--- src/rtl/eda_lmax_pkg.sv ---
// rtl/eda_lmax_pkg.sv - shared types and neighbour constants for the local-maximum scan
package eda_lmax_pkg;

    typedef enum logic [1:0] {
        CLS_NOT_MAX    = 2'd0,
        CLS_PLATEAU    = 2'd1,
        CLS_STRICT_MAX = 2'd2
    } lmax_class_t;

    typedef enum logic [1:0] {
        ST_IDLE  = 2'd0,
        ST_SCAN  = 2'd1,
        ST_FLUSH = 2'd2
    } lmax_state_t;

    // Bit positions in the neighbour-valid mask (shared with the image RAM).
    localparam int NB_UPLEFT    = 7;
    localparam int NB_UP        = 6;
    localparam int NB_UPRIGHT   = 5;
    localparam int NB_LEFT      = 4;
    localparam int NB_RIGHT     = 3;
    localparam int NB_DOWNLEFT  = 2;
    localparam int NB_DOWN      = 1;
    localparam int NB_DOWNRIGHT = 0;
    localparam int NUM_NB       = 8;

    // Pixel slot of the center inside the 9-pixel window, counted from the LSB.
    localparam int CENTER_SLOT  = 4;

    // The window carries the center between left and right, so mask bits at or
    // above the center position sit one pixel slot higher in the window.
    function automatic int nb_slot(input int dir);
        return (dir >= CENTER_SLOT) ? dir + 1 : dir;
    endfunction

endpackage

--- src/rtl/eda_lmax_cmp.sv ---
// rtl/eda_lmax_cmp.sv - combinational 3x3 local-maximum classifier
//   window_i : 9 pixels, MSB first upleft..downright
//   valid_i  : neighbour-inside-image mask, bit7 upleft .. bit0 downright
//   class_o  : NOT_MAX if any valid neighbour is larger, PLATEAU if any equal, else STRICT_MAX
module eda_lmax_cmp
    import eda_lmax_pkg::*;
#(
    parameter int PIXEL_WIDTH = 8
) (
    input  logic [9*PIXEL_WIDTH-1:0] window_i,
    input  logic [7:0]               valid_i,
    output lmax_class_t              class_o
);

    logic [PIXEL_WIDTH-1:0] center;
    logic [PIXEL_WIDTH-1:0] nb;
    logic                   any_gt;
    logic                   any_eq;

    assign center = window_i[CENTER_SLOT*PIXEL_WIDTH +: PIXEL_WIDTH];

    always_comb begin
        nb     = '0;
        any_gt = 1'b0;
        any_eq = 1'b0;
        for (int d = 0; d < NUM_NB; d++) begin
            nb = window_i[nb_slot(d)*PIXEL_WIDTH +: PIXEL_WIDTH];
            // Out-of-image neighbours carry undefined data and are skipped.
            if (valid_i[d]) begin
                if (nb > center) begin
                    any_gt = 1'b1;
                end else if (nb == center) begin
                    any_eq = 1'b1;
                end
            end
        end
        if (any_gt) begin
            class_o = CLS_NOT_MAX;
        end else if (any_eq) begin
            class_o = CLS_PLATEAU;
        end else begin
            class_o = CLS_STRICT_MAX;
        end
    end

endmodule

--- src/rtl/eda_lmax_scan.sv ---
// rtl/eda_lmax_scan.sv - raster-scan controller emitting a class code per pixel
//   start/busy/done          : scan control
//   center_addr              : registered {i, j} to the image RAM
//   window_values/neigh_*    : combinational RAM read data for center_addr
//   out_valid/out_ready/...  : per-pixel result stream (address + class)
//   num_strict/num_plateau   : saturating per-scan statistics
module eda_lmax_scan
    import eda_lmax_pkg::*;
#(
    parameter int M           = 16,
    parameter int N           = 16,
    parameter int PIXEL_WIDTH = 8,
    parameter int J_WIDTH     = $clog2(M),
    parameter int I_WIDTH     = $clog2(N),
    parameter int ADDR_WIDTH  = I_WIDTH + J_WIDTH,
    parameter int CNT_WIDTH   = ADDR_WIDTH + 1
) (
    input  logic                     clk,
    input  logic                     reset_n,
    input  logic                     start,
    output logic                     busy,
    output logic                     done,
    output logic [ADDR_WIDTH-1:0]    center_addr,
    input  logic [9*PIXEL_WIDTH-1:0] window_values,
    input  logic [7:0]               neigh_addr_valid,
    output logic                     out_valid,
    input  logic                     out_ready,
    output logic [ADDR_WIDTH-1:0]    out_addr,
    output logic [1:0]               out_class,
    output logic [CNT_WIDTH-1:0]     num_strict,
    output logic [CNT_WIDTH-1:0]     num_plateau
);

    localparam logic [ADDR_WIDTH-1:0] LAST_ADDR = {ADDR_WIDTH{1'b1}};
    localparam logic [CNT_WIDTH-1:0]  CNT_MAX   = {CNT_WIDTH{1'b1}};

    lmax_state_t             state_q, state_d;
    logic [ADDR_WIDTH-1:0]   center_q, center_d;
    logic                    valid_q, valid_d;
    logic [ADDR_WIDTH-1:0]   oaddr_q, oaddr_d;
    lmax_class_t             oclass_q, oclass_d;
    logic [CNT_WIDTH-1:0]    strict_q, strict_d;
    logic [CNT_WIDTH-1:0]    plateau_q, plateau_d;
    logic                    busy_q, busy_d;
    logic                    done_q, done_d;

    lmax_class_t             cls;
    logic                    slot_free;

    eda_lmax_cmp #(
        .PIXEL_WIDTH (PIXEL_WIDTH)
    ) u_cmp (
        .window_i (window_values),
        .valid_i  (neigh_addr_valid),
        .class_o  (cls)
    );

    assign slot_free = !valid_q || out_ready;

    always_ff @(posedge clk or negedge reset_n) begin
        if (!reset_n) begin
            state_q   <= ST_IDLE;
            center_q  <= '0;
            valid_q   <= 1'b0;
            oaddr_q   <= '0;
            oclass_q  <= CLS_NOT_MAX;
            strict_q  <= '0;
            plateau_q <= '0;
            busy_q    <= 1'b0;
            done_q    <= 1'b0;
        end else begin
            state_q   <= state_d;
            center_q  <= center_d;
            valid_q   <= valid_d;
            oaddr_q   <= oaddr_d;
            oclass_q  <= oclass_d;
            strict_q  <= strict_d;
            plateau_q <= plateau_d;
            busy_q    <= busy_d;
            done_q    <= done_d;
        end
    end

    always_comb begin
        state_d   = state_q;
        center_d  = center_q;
        valid_d   = valid_q;
        oaddr_d   = oaddr_q;
        oclass_d  = oclass_q;
        strict_d  = strict_q;
        plateau_d = plateau_q;
        busy_d    = busy_q;
        done_d    = 1'b0;
        case (state_q)
            ST_IDLE: begin
                if (start) begin
                    state_d   = ST_SCAN;
                    center_d  = '0;
                    strict_d  = '0;
                    plateau_d = '0;
                    busy_d    = 1'b1;
                end
            end
            ST_SCAN: begin
                if (slot_free) begin
                    valid_d  = 1'b1;
                    oaddr_d  = center_q;
                    oclass_d = cls;
                    if (cls == CLS_STRICT_MAX && strict_q != CNT_MAX) begin
                        strict_d = strict_q + CNT_WIDTH'(1);
                    end
                    if (cls == CLS_PLATEAU && plateau_q != CNT_MAX) begin
                        plateau_d = plateau_q + CNT_WIDTH'(1);
                    end
                    // M is a power of two, so a plain increment carries j into i.
                    center_d = center_q + ADDR_WIDTH'(1);
                    if (center_q == LAST_ADDR) begin
                        state_d = ST_FLUSH;
                    end
                end
            end
            ST_FLUSH: begin
                if (valid_q && out_ready) begin
                    valid_d = 1'b0;
                    done_d  = 1'b1;
                    busy_d  = 1'b0;
                    state_d = ST_IDLE;
                end
            end
            default: begin
                state_d = ST_IDLE;
            end
        endcase
    end

    assign busy        = busy_q;
    assign done        = done_q;
    assign center_addr = center_q;
    assign out_valid   = valid_q;
    assign out_addr    = oaddr_q;
    assign out_class   = oclass_q;
    assign num_strict  = strict_q;
    assign num_plateau = plateau_q;

endmodule

--- config.mk ---
export PLATFORM = sky130hd
export DESIGN_NAME = eda_lmax_scan
export DESIGN_NICKNAME = d
export VERILOG_FILES = /design/src/rtl/eda_lmax_pkg.sv /design/src/rtl/eda_lmax_cmp.sv /design/src/rtl/eda_lmax_scan.sv
export SDC_FILE = /design/constraint.sdc
export NUM_CORES = 1
export LEC_CHECK = 0
export ABC_AREA = 1
export CORE_MARGIN = 2
export CORE_UTILIZATION = 40
export DETAILED_ROUTE_END_ITERATION = 6
export PLACE_DENSITY = 0.82
export SYNTH_ARGS = -nofsm -noshare
export SYNTH_HDL_FRONTEND = slang
export SYNTH_SLANG_ARGS = --single-unit
--- constraint.sdc ---
create_clock -name clk -period 2.06 [get_ports clk]
set_clock_uncertainty 0.1 [all_clocks]
set_input_delay 0.206 -clock clk [delete_from_list [all_inputs] [get_ports clk]]
set_output_delay 0.206 -clock clk [all_outputs]
set_load 0.05 [all_outputs]
==> run summary <==
Antenna diodes = 0
final period utilization = 1.01
CTS Sinks = 41
share of post-route cells with drive strength above 1 = 0.244
Cell Pwr Density = 600 mW/mm²
DR DRC count = 0
violations in the final reports = negative setup slack
Max Buffers Root-to-Sink = 2
drt pass-1 iters = 5
CP Max Fanout = 6
Die Y = 101 µm
CP top delay family = simple AND/OR/NAND/NOR gates
I/O Buffers = 122
CP Launch Type = input port
CP max stage delay = 0.41 ns
post-synth net total = 668
Iter 0 DRT Violations = 105
R2R setup slack = 0.17 ns
most common cell after layout, fill and taps aside = nand2_1
final hold vios = 0
post-synthesis mux area share = 0
routed len/inst = 18.1 µm
hpwl dp = 8940 µm
pin count of the biggest net entering global routing = 23
buffers plus inverters on the worst setup path = 2
final net count = 817
initial antenna violation count = 0
Peak Freq = 481 MHz
fin cells = 776
leakage power = 3.09 nW
flops & latches, synth = 41
Adder-Cell Fraction of Synth Area = 0.229
TritonCTS clock tree = built
Max rail drop VDD = 1040 µV
Synth Warn # = 0
Area growth syn-to-layout = 63.2%
Setup WS post-layout = -0.0197 ns
Synth Area in Compound Gates = 0.104
Data arrival, critical path = 2.21 ns
vias in the first global route = 4135
worst-margin pin slew = 0.531 ns
Core Area = 0.00920 mm²
first-pass GRT wire length = 18300 µm
Tmin final = 2.08 ns
largest family of logic cells by synthesized area = simple AND/OR/NAND/NOR gates
DP Cell Count = 757
CP endpoint kind = flop
num ports = 123
post-synthesis sequential area ratio = 0.272
CTS Buf Count = 5
status = finished, violations left
CTS H-tree depth = 2
Via Count = 4217
drt via density = 5.43
Slew Limit Fails = 0
Overall Global Routing Usage = 0.222
FP Rows = 35
WS Path Type = input port to flop
simple-gate share of the synthesized area = 0.306
DIE WIDTH = 101 µm
Seq. cell area = 0.00103 mm²
WL final = 14000 µm
Slew headroom = 0.645
grt ovf = 0
Root Buffer Master = clkbuf_8
Initial Util = 0.410
Synth area leader = dfrtp_1
slowest CP cell = clkdlybuf4s50_1
required time worst endpoint = 2.19 ns
Final GP Congestion = 0.889
top post-synthesis cells by area = dfrtp_1 27%, ha_1 23%, nand2_1 15%
Place WS = -0.670 ns
final setup fails = 7
Most Frequent Cell on Critical Path = nand2_1
commonest non-fill, non-tap cells in the layout = 124 x nand2_1, 75 x clkdlybuf4s50_1, 49 x inv_1, 39 x dfrtp_1, 36 x dlymetal6s2s_1
Max-Cap Viols = 0
die area = 0.0102 mm²
fillers = 666
post-synth top area share = 0.272
Mapped Area = 0.00377 mm²
syn avg cell area = 7.32 µm²
cell count after synthesis = 515
area of the multi-input gates = 0.00318 mm²
Synth cell types = 34
clk_lat worst skew = 0.30 ns
clock-pin slew on the worst setup and hold paths = 0.08 ns
antenna-violating nets left = 0
cells along the critical path = clkdlybuf4s50_1 -> ha_1 -> nand2_2 -> inv_1 -> nand2_1 -> nand2_1 -> nand2_1 -> nand2_1 -> nand2_1 -> nand2_2 -> nor2_4 -> nand2_2 -> nor2_4 -> nand2_4 -> nand2_4 -> nand2_1 -> nand2_1
Worst Hold Class = input port to async pin
XOR/XNOR Fraction of Synth Area = 0.0232
==> what timing repair did <==
action / 4_1_cts / 5_1_grt
setup endpoints to repair: 20 / 19
setup buffers: 0 / 9
hold endpoints to repair: 19 / 0
cloned: 1 / 0
pin swaps: 13 / 81
hold buffers: 1 / 0
gates resized for setup: 62 / 133
==> sequential cells by signal, summed over array words and instances (netlist names) <==
signal and count:
center_addr 8, out_valid 1, num_plateau 9, out_addr 8, state_q 2, busy 1, out_class 2, num_strict 9
done 1
==> area by class of cell <==
class,instances,share of cell area
repair buffers,145,0.238
inverters,61,0.0425
flip-flops and latches,41,0.167
multi-input cells,410,0.516
well taps,111,0.0226
clock buffers,6,0.0118
clock inverters,2,0.00163
==> report_power, final <==
| group | internal (W) | switching, W | leakage [nW] | total [W] |
|---|---|---|---|---|
| registers | 0.000922 | 0.000147 | 0.548 | 0.00107 |
| logic | 0.000803 | 0.00131 | 2.50 | 0.00212 |
| clock network | 0.000235 | 0.000275 | 0.0450 | 0.000510 |
==> final timing paths <==
path / start / to / cells after the start
worst min register to register: out_addr[4] / out_addr[4] / 2
worst max register to register: num_plateau[0] / num_plateau[2] / 9
worst max-delay path: window_values[26] / num_plateau[2] / 17
worst min-delay path: reset_n / num_plateau[5] / 2
max in group asynchronous: reset_n / busy / 3
min in group clk: out_addr[4] / out_addr[4] / 2
==> stage by stage <==
step           power (W)  utilization  TNS (ns)  hold slack [ns]  cell area, µm²
6_report         0.00369        0.669   -0.0968            0.289            6160
5_1_grt          0.00392        0.669     -1.85            0.344            6160
4_1_cts          0.00347        0.602         0            0.294            5530
3_5_place_dp     0.00289        0.567    -12.42           0.0788            5210
3_3_place_gp     0.00283        0.567    -11.11           0.0641            5210
2_1_floorplan    0.00218            -         0           -0.190            3770
==> routing by layer <==
layer,vias up,share of wire,track usage
li1,1986,-,-
met1,1973,0.36,0.250
met2,201,0.51,0.415
met3,57,0.079,0.0354
met4,0,0.051,0.0832
met5,-,0,0
==> Yosys cell counts, drive strengths merged <==
cell type and number:
a21boi 8, a21o 2, a21oi 23, a221oi 2, a22oi 1, a31o 1, a31oi 2, and2 1
and3 1, buf 1, clkbuf 3, dfrtp 41, ha 69, inv 61, nand2 155, nand3 33
nand4 7, nor2 63, nor3 4, nor3b 1, o21a 6, o21ai 16, o21bai 4, xnor2 4
xor2 6
==> cells by family after synthesis <==
kind of cell / after synthesis
simple gates: 265
fa+ha+maj: 69
compound gates: 65
buf+inv: 65
flops: 41
xor+xnor: 10
(Power assumes the default switching activity.)
